--- src/rtl/bus_arbiter.sv ---
// bus_arbiter: shared-bus arbiter with fixed or round-robin priority, burst limit,
// BUS_ready watchdog and a one-cycle release turnaround between owners.
module bus_arbiter #(
    parameter int N_MASTERS = 8,
    parameter int MODE      = 0,
    parameter int MAX_BURST = 16,
    parameter int TIMEOUT   = 255
) (
    input  logic                         clk,
    input  logic                         clr,
    input  logic [N_MASTERS-1:0]         DMA,
    output logic [N_MASTERS-1:0]         grant,
    output logic                         BUS_req,
    input  logic                         BUS_ready,
    output logic [$clog2(N_MASTERS)-1:0] owner,
    output logic                         bus_err
);
    localparam int OW = $clog2(N_MASTERS);
    localparam int BW = MAX_BURST > 0 ? $clog2(MAX_BURST + 1) : 1;
    localparam int WW = TIMEOUT > 0 ? $clog2(TIMEOUT + 1) : 1;
    typedef enum logic [1:0] {IDLE, GRANT, RELEASE} state_t;
    state_t                 r_state, w_state;
    logic [N_MASTERS-1:0]   r_grant, w_grant;
    logic                   r_req;
    logic [OW-1:0]          r_owner, w_owner, r_rr, w_rr, w_win, w_idx;
    logic                   w_found;
    logic                   r_err, w_err;
    logic [BW-1:0]          r_beat, w_beat;
    logic [WW-1:0]          r_wait, w_wait;
    logic                   w_tmo, w_last, w_others;
    assign w_tmo    = (TIMEOUT != 0) && !BUS_ready && (r_wait == WW'(TIMEOUT - 1));
    assign w_last   = (MAX_BURST != 0) && (r_beat == BW'(MAX_BURST - 1));
    assign w_others = |(DMA & ~r_grant);
    // Scan order starts at 0 (fixed) or just past the last winner (round-robin).
    always_comb begin
        w_win   = '0;
        w_found = 1'b0;
        w_idx   = '0;
        for (int k = 0; k < N_MASTERS; k++) begin
            w_idx = (MODE == 1) ? OW'((int'(r_rr) + 1 + k) % N_MASTERS) : OW'(k);
            if (!w_found && DMA[w_idx]) begin
                w_win   = w_idx;
                w_found = 1'b1;
            end
        end
    end
    always_comb begin
        w_state = r_state;
        w_grant = r_grant;
        w_owner = r_owner;
        w_rr    = r_rr;
        w_err   = 1'b0;
        w_beat  = r_beat;
        w_wait  = r_wait;
        case (r_state)
            IDLE: begin
                if (|DMA) begin
                    w_state = GRANT;
                    w_grant = {{(N_MASTERS-1){1'b0}}, 1'b1} << w_win;
                    w_owner = w_win;
                    w_beat  = '0;
                    w_wait  = '0;
                    w_rr    = (MODE == 1) ? w_win : r_rr;
                end
            end
            GRANT: begin
                if (w_tmo) begin
                    w_state = RELEASE;
                    w_grant = '0;
                    w_err   = 1'b1;
                end else if (!DMA[r_owner] || (BUS_ready && w_last && w_others)) begin
                    w_state = RELEASE;
                    w_grant = '0;
                end else if (BUS_ready) begin
                    w_beat = w_last ? '0 : r_beat + 1'b1;
                    w_wait = '0;
                end else begin
                    w_wait = (r_wait == '1) ? r_wait : r_wait + 1'b1;
                end
            end
            default: begin
                w_state = IDLE;
                w_grant = '0;
            end
        endcase
    end
    always_ff @(posedge clk) begin
        if (clr) begin
            r_state <= IDLE;
            r_grant <= '0;
            r_req   <= 1'b0;
            r_owner <= '0;
            r_rr    <= OW'(N_MASTERS - 1);
            r_err   <= 1'b0;
            r_beat  <= '0;
            r_wait  <= '0;
        end else begin
            r_state <= w_state;
            r_grant <= w_grant;
            r_req   <= |w_grant;
            r_owner <= w_owner;
            r_rr    <= w_rr;
            r_err   <= w_err;
            r_beat  <= w_beat;
            r_wait  <= w_wait;
        end
    end
    assign grant   = r_grant;
    assign BUS_req = r_req;
    assign owner   = r_owner;
    assign bus_err = r_err;
endmodule
--- config.mk ---
export PLATFORM = sky130hd
export DESIGN_NAME = bus_arbiter
export DESIGN_NICKNAME = d
export VERILOG_FILES = /design/src/rtl/bus_arbiter.sv
export SDC_FILE = /design/constraint.sdc
export NUM_CORES = 1
export LEC_CHECK = 0
export ABC_AREA = 1
export BUFFER_PORTS_ARGS = -buffer_cell sky130_fd_sc_hd__buf_4
export CAP_MARGIN = 20
export CORE_UTILIZATION = 57
export CTS_CLUSTER_DIAMETER = 150
export DETAILED_ROUTE_END_ITERATION = 10
export MAX_ROUTING_LAYER = met4
export PLACE_DENSITY_LB_ADDON = 0.05
export SYNTH_ARGS = -nofsm -noshare
export SYNTH_HDL_FRONTEND = slang
export SYNTH_SLANG_ARGS = --single-unit
--- constraint.sdc ---
create_clock -name clk -period 2 [get_ports clk]
set_input_delay 0.4 -clock clk [delete_from_list [all_inputs] [get_ports clk]]
set_output_delay 0.4 -clock clk [all_outputs]
set_load 0.1 [all_outputs]
==> reports/qor.csv, run 1 <==
metric;value;unit
status;complete, no violations;
Reg clk slew, reported paths;0.15;ns
fillers;274;
Synth Area in Compound Gates;14.48;%
Pwr Density;704.9;nW/um2
slack of the critical path;0.2434;ns
CTS Buf Count;3;
Layout Nets;307;
worst skew pair latency;0.33;ns
Warnings, synthesis;0;
root buffer cell;clkbuf_4;
Post-Place Setup Slack;0.09770;ns
clock skew;0.002899;ns
Tot Pwr;1.495;mW
#FFs+latches synth;28;
CP endpoint kind;flip-flop;
drt total wl;3913;um
Synth-to-Final Area Change;18.04;%
sequential area share after synthesis;31.20;%
number of flops mapped to enable cells by yosys;0;
Sink Count;28;
Synth top area share;31.20;%
GRT Residual Overflow;0;
share of layout cells above drive strength 1;26.71;%
Net Count, Synth;277;
hold_buf cts;0;
Slew @ Worst Pin;0.2587;ns
All-Layer GR Usage;25.76;%
fraction of registers with async set/reset;0;%
critical path startpoint category;flip-flop;
mux contribution to synthesized area;0;%
commonest non-fill, non-tap cells in the layout;nand2_1 (57), inv_1 (40), buf_4 (27), nor2_1 (22), a21oi_1 (19);
RSZ-0062 raised after global routing;false;
Netlist cell types;34;
most common cell after layout, fill and taps aside;nand2_1;
largest net degree at the start of global routing;17;
leakage power;0.9772;nW
CTS tree;done;
Register Area;576.8;um2
worst hold path type;in2reg;
I/O Pins;24;
Final Hold Viols;0;
post-synth top area cell;dfxtp_1;
ANT cells;0;
crit path DAT;2.03;ns
die area;3381;um2
Synth Instances;263;
WL per Instance;11.65;um
most area-consuming cells after synthesis;dfxtp_1 (31%), nand2_1 (12%), inv_1 (8.4%);
CP Cell Sequence;ha_1 > nand3_1 > nor2_2 > nand2_1 > inv_1 > nand2_1 > nand3_1 > nand2_2 > nand3_4 > o21ai_0 > inv_1 > nor3_2;
placer congestion estimate;0.9175;
Detailed Route Iter0 Violations;95;
Synth Area in Simple Gates;39.69;%
Synth Area in XOR/XNOR;1.950;%
Max-Cap Viols;0;
IO Port Bufs;23;
Peak VDD IR;0.4168;mV
row cnt;20;
# Post-CTS Setup Buffers;0;
Main synth FF type;dfxtp_1;
detailed placement HPWL;3101;um
area of the multi-input gates;1059;um2
Max-Slew Margin vs Limit;82.62;%
Final setup viols;0;
initial antenna violation count;0;
Worst path slowest cell;dfxtp_2;
first-pass GRT wire length;6672;um
vias in the first global route;1623;
final instance area;2121;um2
max incr delay on CP;0.36;ns
Vias;1797;
Max H-tree Level;1;
Final Cycle Share;87.83;%
syn avg cell area;6.832;um2
Pins Over Slew Limit;0;
WS Path Type;reg2reg;
post-synthesis adder-cell area fraction;2.089;%
Die X;58.15;um
DRC;0;
worst-path maximum fanout;12;
CP required;2.27;ns
Die Height;58.15;um
Initial Util;59.34;%
Vias/cell;5.348;
Final min period;1.757;ns
TNS Setup;0;ns
synthesized area;1797;um2
main combinational cell family by area after synthesis;simple AND/OR/NAND/NOR gates;
f_max;569.3;MHz
Post-DP Area;2052;um2
Antenna Nets Post-Route;0;
drt first pass iters;5;
clk buf depth;2;
core region area;3028;um2
## flip-flops by register name (all words and copies together), names as in the netlist
register / count
BUS_req: 1
bus_err: 1
grant: 8
owner: 3
r_beat: 5
r_state: 2
r_wait: 8
## critical path: cells and delay by family (launching register included)
kind / cells / cell delay (ns)
AND/OR/NAND/NOR: 8 / 0.81
AO/OA/AOI/OAI: 1 / 0.19
flip-flops: 1 / 0.36
adder cells (fa/ha/maj): 1 / 0.21
buffers and inverters: 2 / 0.10
## report_power, final
group / switching, mW / internal [mW]
sequential: 0.0372 / 0.603
clock: 0.167 / 0.203
combinational: 0.344 / 0.141
## synthesized netlist by cell type, drive strengths merged (2+ instances only)
master  instances
nand2          64
o21ai          16
inv            46
o211ai          2
nor3            9
a21oi          21
nand3          20
nand4          11
ha              3
nor2           29
xor2            4
dfxtp          28
o22ai           3
## routing by layer
metal | GRT usage (%) | part of all wire, % | vias to the layer above
met5 | - | 0 | -
met4 | 9.524 | 2.6 | 0
met3 | 2.902 | 3.6 | 13
met2 | 43.51 | 48 | 51
met1 | 31.58 | 46 | 809
li1 | - | - | 924
## cell type report
cell class                      instances  share of cell area [%]
Inverter                               46                   8.260
Clock inverter                          1                   1.416
Sequential cell                        28                   27.20
Tap cell                               44                   2.596
Multi-Input combinational cell        187                   49.91
Timing Repair Buffer                   27                   9.558
Clock buffer                            3                   1.062
## worst paths after layout
| path | startpoint | end | slack, ns | cells after the start |
|---|---|---|---|---|
| max | r_beat[0] | r_wait[4] | 0.24 | 12 |
| min | clr | grant[2] | 0.34 | 2 |
| max reg2reg | r_beat[0] | r_wait[4] | 0.24 | 12 |
| min reg2reg | r_beat[1] | r_beat[1] | 0.48 | 2 |
## cells by family (layout without fill, tap and decap cells)
logic type | count (synthesis) | count (layout)
AND/OR/NAND/NOR | 135 | 135
buffers and inverters | 48 | 77
AO/OA/AOI/OAI | 45 | 45
flip-flops | 28 | 28
XOR/XNOR | 4 | 4
adder cells (fa/ha/maj) | 3 | 3
## through the flow
stage	utilization (%)	cells	hold WS [ns]
after detailed placement	67.77	332	0.4695
after floorplan	-	263	0.4410
after global routing	70.04	336	0.3332
final	70.04	336	0.3380
after CTS	69.50	336	0.3298
after global placement	67.77	332	0.4631
## what timing repair did
item	in CTS	in global routing
gates resized for setup	0	6
setup endpoints to repair	0	4
hold endpoints to repair	0	0
No activity file was read; power rests on OpenSTA's default activity.
==> inputs of run 2 (changes only) <==
--- a/config.mk
+++ b/config.mk
@@ -8,11 +8,13 @@
 export ABC_AREA = 1
 export BUFFER_PORTS_ARGS = -buffer_cell sky130_fd_sc_hd__buf_4
 export CAP_MARGIN = 20
-export CORE_UTILIZATION = 57
+export CORE_UTILIZATION = 59
+export CTS_BUF_LIST = sky130_fd_sc_hd__clkbuf_2 sky130_fd_sc_hd__clkbuf_4 sky130_fd_sc_hd__clkbuf_8
 export CTS_CLUSTER_DIAMETER = 150
 export DETAILED_ROUTE_END_ITERATION = 10
 export MAX_ROUTING_LAYER = met4
 export PLACE_DENSITY_LB_ADDON = 0.05
+export RECOVER_POWER = 25
 export SYNTH_ARGS = -nofsm -noshare
 export SYNTH_HDL_FRONTEND = slang
 export SYNTH_SLANG_ARGS = --single-unit
==> run 2 against run 1 <==
  * The flow now finishes with violations (design-rule violations)
  * First-iteration DRC count up 21%
  * Largest cell class unchanged
  * Combinational power about the same
  * Via count down 1.8%
  * Design area down 1.3%
==> reports/qor.csv, run 2 (synthesis gave the netlist of run 1 again) <==
metric;value;unit
status;finished, violations left;
failing checks;design-rule violations;
Max-Cap Viols;0;
hold_buf cts;0;
worst skew pair latency;0.33;ns
clock skew;0.01455;ns
Peak VDD IR;0.4668;mV
WL per Instance;12.02;um
All-Layer GR Usage;27.08;%
Vias;1765;
TNS Setup;0;ns
initial antenna violation count;0;
placer congestion estimate;0.9498;
Sink Count;28;
CP endpoint kind;flip-flop;
most common cell after layout, fill and taps aside;nand2_1;
Final Cycle Share;89.81;%
first-pass GRT wire length;6886;um
core region area;2829;um2
sw frac;36.80;%
I/O Pins;24;
critical path startpoint category;flip-flop;
DRC;9;
Final min period;1.796;ns
Final setup viols;0;
Die X;57.19;um
clock power share;24.8;%
CP Cell Sequence;ha_1 > nand3_1 > nor2_2 > nand2_1 > inv_1 > nand2_1 > nand3_1 > nand2_2 > buf_4 > nand4_4 > nor3_1 > nor3b_2;
Antenna Nets Post-Route;0;
max incr delay on CP;0.36;ns
share of layout cells above drive strength 1;27.21;%
worst hold path type;in2reg;
detailed placement HPWL;3091;um
Slew @ Worst Pin;0.5402;ns
Top delay family on crit path;simple AND/OR/NAND/NOR gates;
Worst path slowest cell;dfxtp_2;
vias in the first global route;1648;
WS Path Type;reg2reg;
clk buf depth;2;
RSZ-0062 raised after global routing;false;
f_max;556.8;MHz
worst-path maximum fanout;10;
Max H-tree Level;1;
die area;3270;um2
drt total wl;3906;um
Vias/cell;5.431;
Die Height;57.19;um
Final Hold Viols;0;
Synth-to-Final Area Change;16.50;%
largest net degree at the start of global routing;17;
Layout Nets;309;
Int Power;948.5;uW
Comb pwr share;32.3;%
root buffer cell;clkbuf_4;
ANT cells;0;
row cnt;19;
IO Port Bufs;23;
commonest non-fill, non-tap cells in the layout;nand2_1 (58), inv_1 (40), nor2_1 (22), buf_4 (22), a21oi_1 (19);
CTS Buf Count;3;
Max-Slew Margin vs Limit;64.14;%
worst hold slack;0.3205;ns
worst path buffer plus inverter count;2;
register share of total power;42.8;%
GRT Residual Overflow;0;
CTS tree;done;
# Post-CTS Setup Buffers;0;
P_sw;552.2;uW
Pwr Density;716.9;nW/um2
Reg clk slew, reported paths;0.16;ns
CP required;2.23;ns
leakage power;0.9813;nW
Detailed Route Iter0 Violations;115;
post_cts resized;0;
crit path DAT;2.03;ns
Initial Util;63.51;%
Pins Over Slew Limit;0;
drt first pass iters;7;
[run 2: path summary, 6_finish.rpt]
path,from,to,slack (ns),depth (start not counted)
min,clr,grant[2],0.32,2
max,r_beat[0],r_beat[2],0.20,12
min reg2reg,r_beat[1],r_beat[1],0.48,2
max reg2reg,r_beat[0],r_beat[2],0.20,12
[run 2: routing by layer]
layer / track usage, % / wire length, um / up-vias / share of wire (%)
met3: 2.494 / 162 / 8 / 4.1
met2: 44.71 / 1889 / 47 / 48
met5: - / 0 / - / 0
met4: 9.408 / 74 / 0 / 1.9
li1: - / - / 924 / -
met1: 34.75 / 1779 / 786 / 46
[run 2: worst reg2reg max path, delay by kind of cell (launching register included)]
family        cells  cell delay, ns
simple gates      9            0.96
fa+ha+maj         1            0.20
flops             1            0.36
buf+inv           2            0.18
[run 2: cell type report]
type                    count  area [um2]
clock buffers               3       22.52
clock inverters             1       30.03
fillers                   252       735.7
inverters                  46       175.2
multi-input cells         187        1049
flip-flops and latches     28       578.1
well taps                  31       38.79
repair buffers             29       200.2
[run 2: power groups by stage]
stage / Sequential [mW] / Clock, mW / Combinational [mW]
after floorplan: 0.748 / 0 / 0.262
after global placement: 0.649 / 0 / 0.481
after detailed placement: 0.652 / 0 / 0.484
after CTS: 0.640 / 0.378 / 0.488
after global routing: 0.650 / 0.401 / 0.533
final: 0.643 / 0.373 / 0.485
[run 2: per-stage QoR]
| step | cells | power (mW) | util [%] | setup slack (ns) | instance area (um2) |
|---|---|---|---|---|---|
| floorplan | 263 | 1.011 | - | 0.01621 | 1809 |
| global placement | 321 | 1.130 | 72.49 | 0.1263 | 2051 |
| detailed placement | 321 | 1.136 | 72.49 | 0.1144 | 2051 |
| CTS | 325 | 1.507 | 74.35 | 0.1764 | 2103 |
| global route | 325 | 1.584 | 73.99 | 0.01006 | 2093 |
| finish | 325 | 1.501 | 73.99 | 0.2039 | 2093 |
==> inputs of run 3 (changes only) <==
--- a/config.mk
+++ b/config.mk
@@ -6,12 +6,12 @@
 export NUM_CORES = 1
 export LEC_CHECK = 0
 export ABC_AREA = 1
-export BUFFER_PORTS_ARGS = -buffer_cell sky130_fd_sc_hd__buf_4
-export CAP_MARGIN = 20
-export CORE_UTILIZATION = 59
+export CORE_MARGIN = 3
+export CORE_UTILIZATION = 62
 export CTS_BUF_LIST = sky130_fd_sc_hd__clkbuf_2 sky130_fd_sc_hd__clkbuf_4 sky130_fd_sc_hd__clkbuf_8
 export CTS_CLUSTER_DIAMETER = 150
 export DETAILED_ROUTE_END_ITERATION = 10
+export DONT_BUFFER_PORTS = 1
 export MAX_ROUTING_LAYER = met4
 export PLACE_DENSITY_LB_ADDON = 0.05
 export RECOVER_POWER = 25
==> run 3 against run 2 <==
  * Die area rose by 9.5%
  * The run now ends clean
  * Critical path depth rose by 2
  * Total power fell by 2.3%
  * Global-route usage fell by 1.2 points
  * First-iteration DRC count rose by 23%
  * Utilization rose by 2.1 points
==> reports/qor.csv, run 3 (synthesis gave the netlist of run 1 again) <==
metric;value;unit
Peak VDD IR;0.5844;mV
root buffer cell;clkbuf_4;
All-Layer GR Usage;25.86;%
CTS Buf Count;3;
drt total wl;3927;um
slack of the critical path;0.2324;ns
Pwr Density;737.7;nW/um2
max incr delay on CP;0.38;ns
post_cts resized;0;
Max H-tree Level;1;
die area;3580;um2
R2R depth;14;
worst hold path type;in2reg;
Antenna Nets Post-Route;0;
# Post-CTS Setup Buffers;0;
RSZ-0062 raised after global routing;false;
row cnt;18;
core region area;2613;um2
Top delay family on crit path;simple AND/OR/NAND/NOR gates;
Final setup viols;0;
Slew @ Worst Pin;0.6060;ns
GRT Residual Overflow;0;
Pins Over Slew Limit;0;
clock skew;0.001577;ns
I/O Pins;24;
first-pass GRT wire length;6851;um
Post-DP Area;1944;um2
fillers;215;
initial antenna violation count;0;
final instance area;1987;um2
Critical Path Most Common Cell;nand2_1;
most common cell after layout, fill and taps aside;nand2_1;
crit path DAT;2.03;ns
r2r endpoint;BUS_req;
detailed placement HPWL;3125;um
CP Cell Sequence;ha_1 > nand3_1 > nor2_2 > nand2_1 > inv_1 > nand2_1 > nand4_1 > nand2_1 > nand2_1 > nand2_1 > nor2_1 > nand2_1 > nor2_1 > nor2_1;
leakage power;0.9108;nW
Synth-to-Final Area Change;10.59;%
largest net degree at the start of global routing;17;
WS Path Type;reg2reg;
ANT cells;0;
Die X;59.83;um
vias in the first global route;1582;
clk buf depth;2;
f_max;565.7;MHz
WL per Instance;12.67;um
Vias;1723;
commonest non-fill, non-tap cells in the layout;nand2_1 (58), inv_1 (40), nor2_1 (22), a21oi_1 (19), nand3_1 (18);
TNS Setup;0;ns
Max-Slew Margin vs Limit;59.17;%
Detailed Route Iter0 Violations;142;
Final Hold Viols;0;
Reg clk slew, reported paths;0.16;ns
worst skew pair latency;0.34;ns
Post-Place Setup Slack;0.1418;ns
worst path buffer plus inverter count;1;
CP endpoint kind;flip-flop;
share of layout cells above drive strength 1;22.14;%
status;complete, no violations;
Worst Hold Depth;1;
drt first pass iters;4;
Die Height;59.83;um
Critical R2R Launch;r_beat[0];
Layout Nets;295;
hold_buf cts;0;
CTS tree;done;
Vias/cell;5.558;
Max-Cap Viols;0;
Initial Util;68.77;%
Final Cycle Share;88.38;%
DRC;0;
Sink Count;28;
IO Port Bufs;0;
Final min period;1.768;ns
Worst path slowest cell;dfxtp_2;
CP required;2.26;ns
placer congestion estimate;0.8627;
Reg2Reg Setup Slack;0.23;ns
critical path startpoint category;flip-flop;
hold path endpoint;grant[5];
worst-path maximum fanout;4;
Worst Hold Launch;clr;
run 3: layout make-up:
cell class	count	area, um2	share of cell area [%]
Multi-Input combinational cell	187	1052	52.96
Sequential cell	28	575.6	28.97
Inverter	46	175.2	8.816
Timing Repair Buffer	15	93.84	4.723
Tap cell	30	37.54	1.889
Clock inverter	1	30.03	1.511
Clock buffer	3	22.52	1.133
run 3: worst max path at each step:
stage | from | endpoint | depth (start not counted)
2_1_floorplan | owner[2] | r_wait[5] | 8
3_3_place_gp | r_beat[0] | r_wait[4] | 12
3_5_place_dp | r_beat[0] | r_wait[4] | 12
4_1_cts | r_beat[0] | r_wait[4] | 12
5_1_grt | r_beat[0] | BUS_req | 14
6_report | r_beat[0] | BUS_req | 14
run 3: report_power, final:
group,internal (mW),switching (mW)
logic,0.117,0.329
registers,0.602,0.0343
clock network,0.203,0.181
total,0.922,0.544
run 3: per-stage QoR:
| step | instances | power, mW | hold WS, ns | util [%] |
|---|---|---|---|---|
| after floorplan | 263 | 1.011 | 0.4410 | - |
| after global placement | 306 | 1.084 | 0.4517 | 74.43 |
| after detailed placement | 306 | 1.089 | 0.4660 | 74.43 |
| after CTS | 310 | 1.471 | 0.08990 | 76.44 |
| after global routing | 310 | 1.554 | 0.06442 | 76.05 |
| final | 310 | 1.466 | 0.09419 | 76.05 |
run 3: worst register-to-register path: cells and delay by family, from the launching register on:
kind                     cells  cell delay [ns]
flip-flops                   1             0.38
adder cells (fa/ha/maj)      1             0.17
AND/OR/NAND/NOR             12             1.08
buffers and inverters        1             0.05
run 3: routing by layer:
| layer | wire length, um | track usage (%) |
|---|---|---|
| met5 | 0 | - |
| met1 | 1906 | 36.54 |
| met3 | 293 | 4.104 |
| met4 | 48 | 8.544 |
| met2 | 1678 | 37.35 |
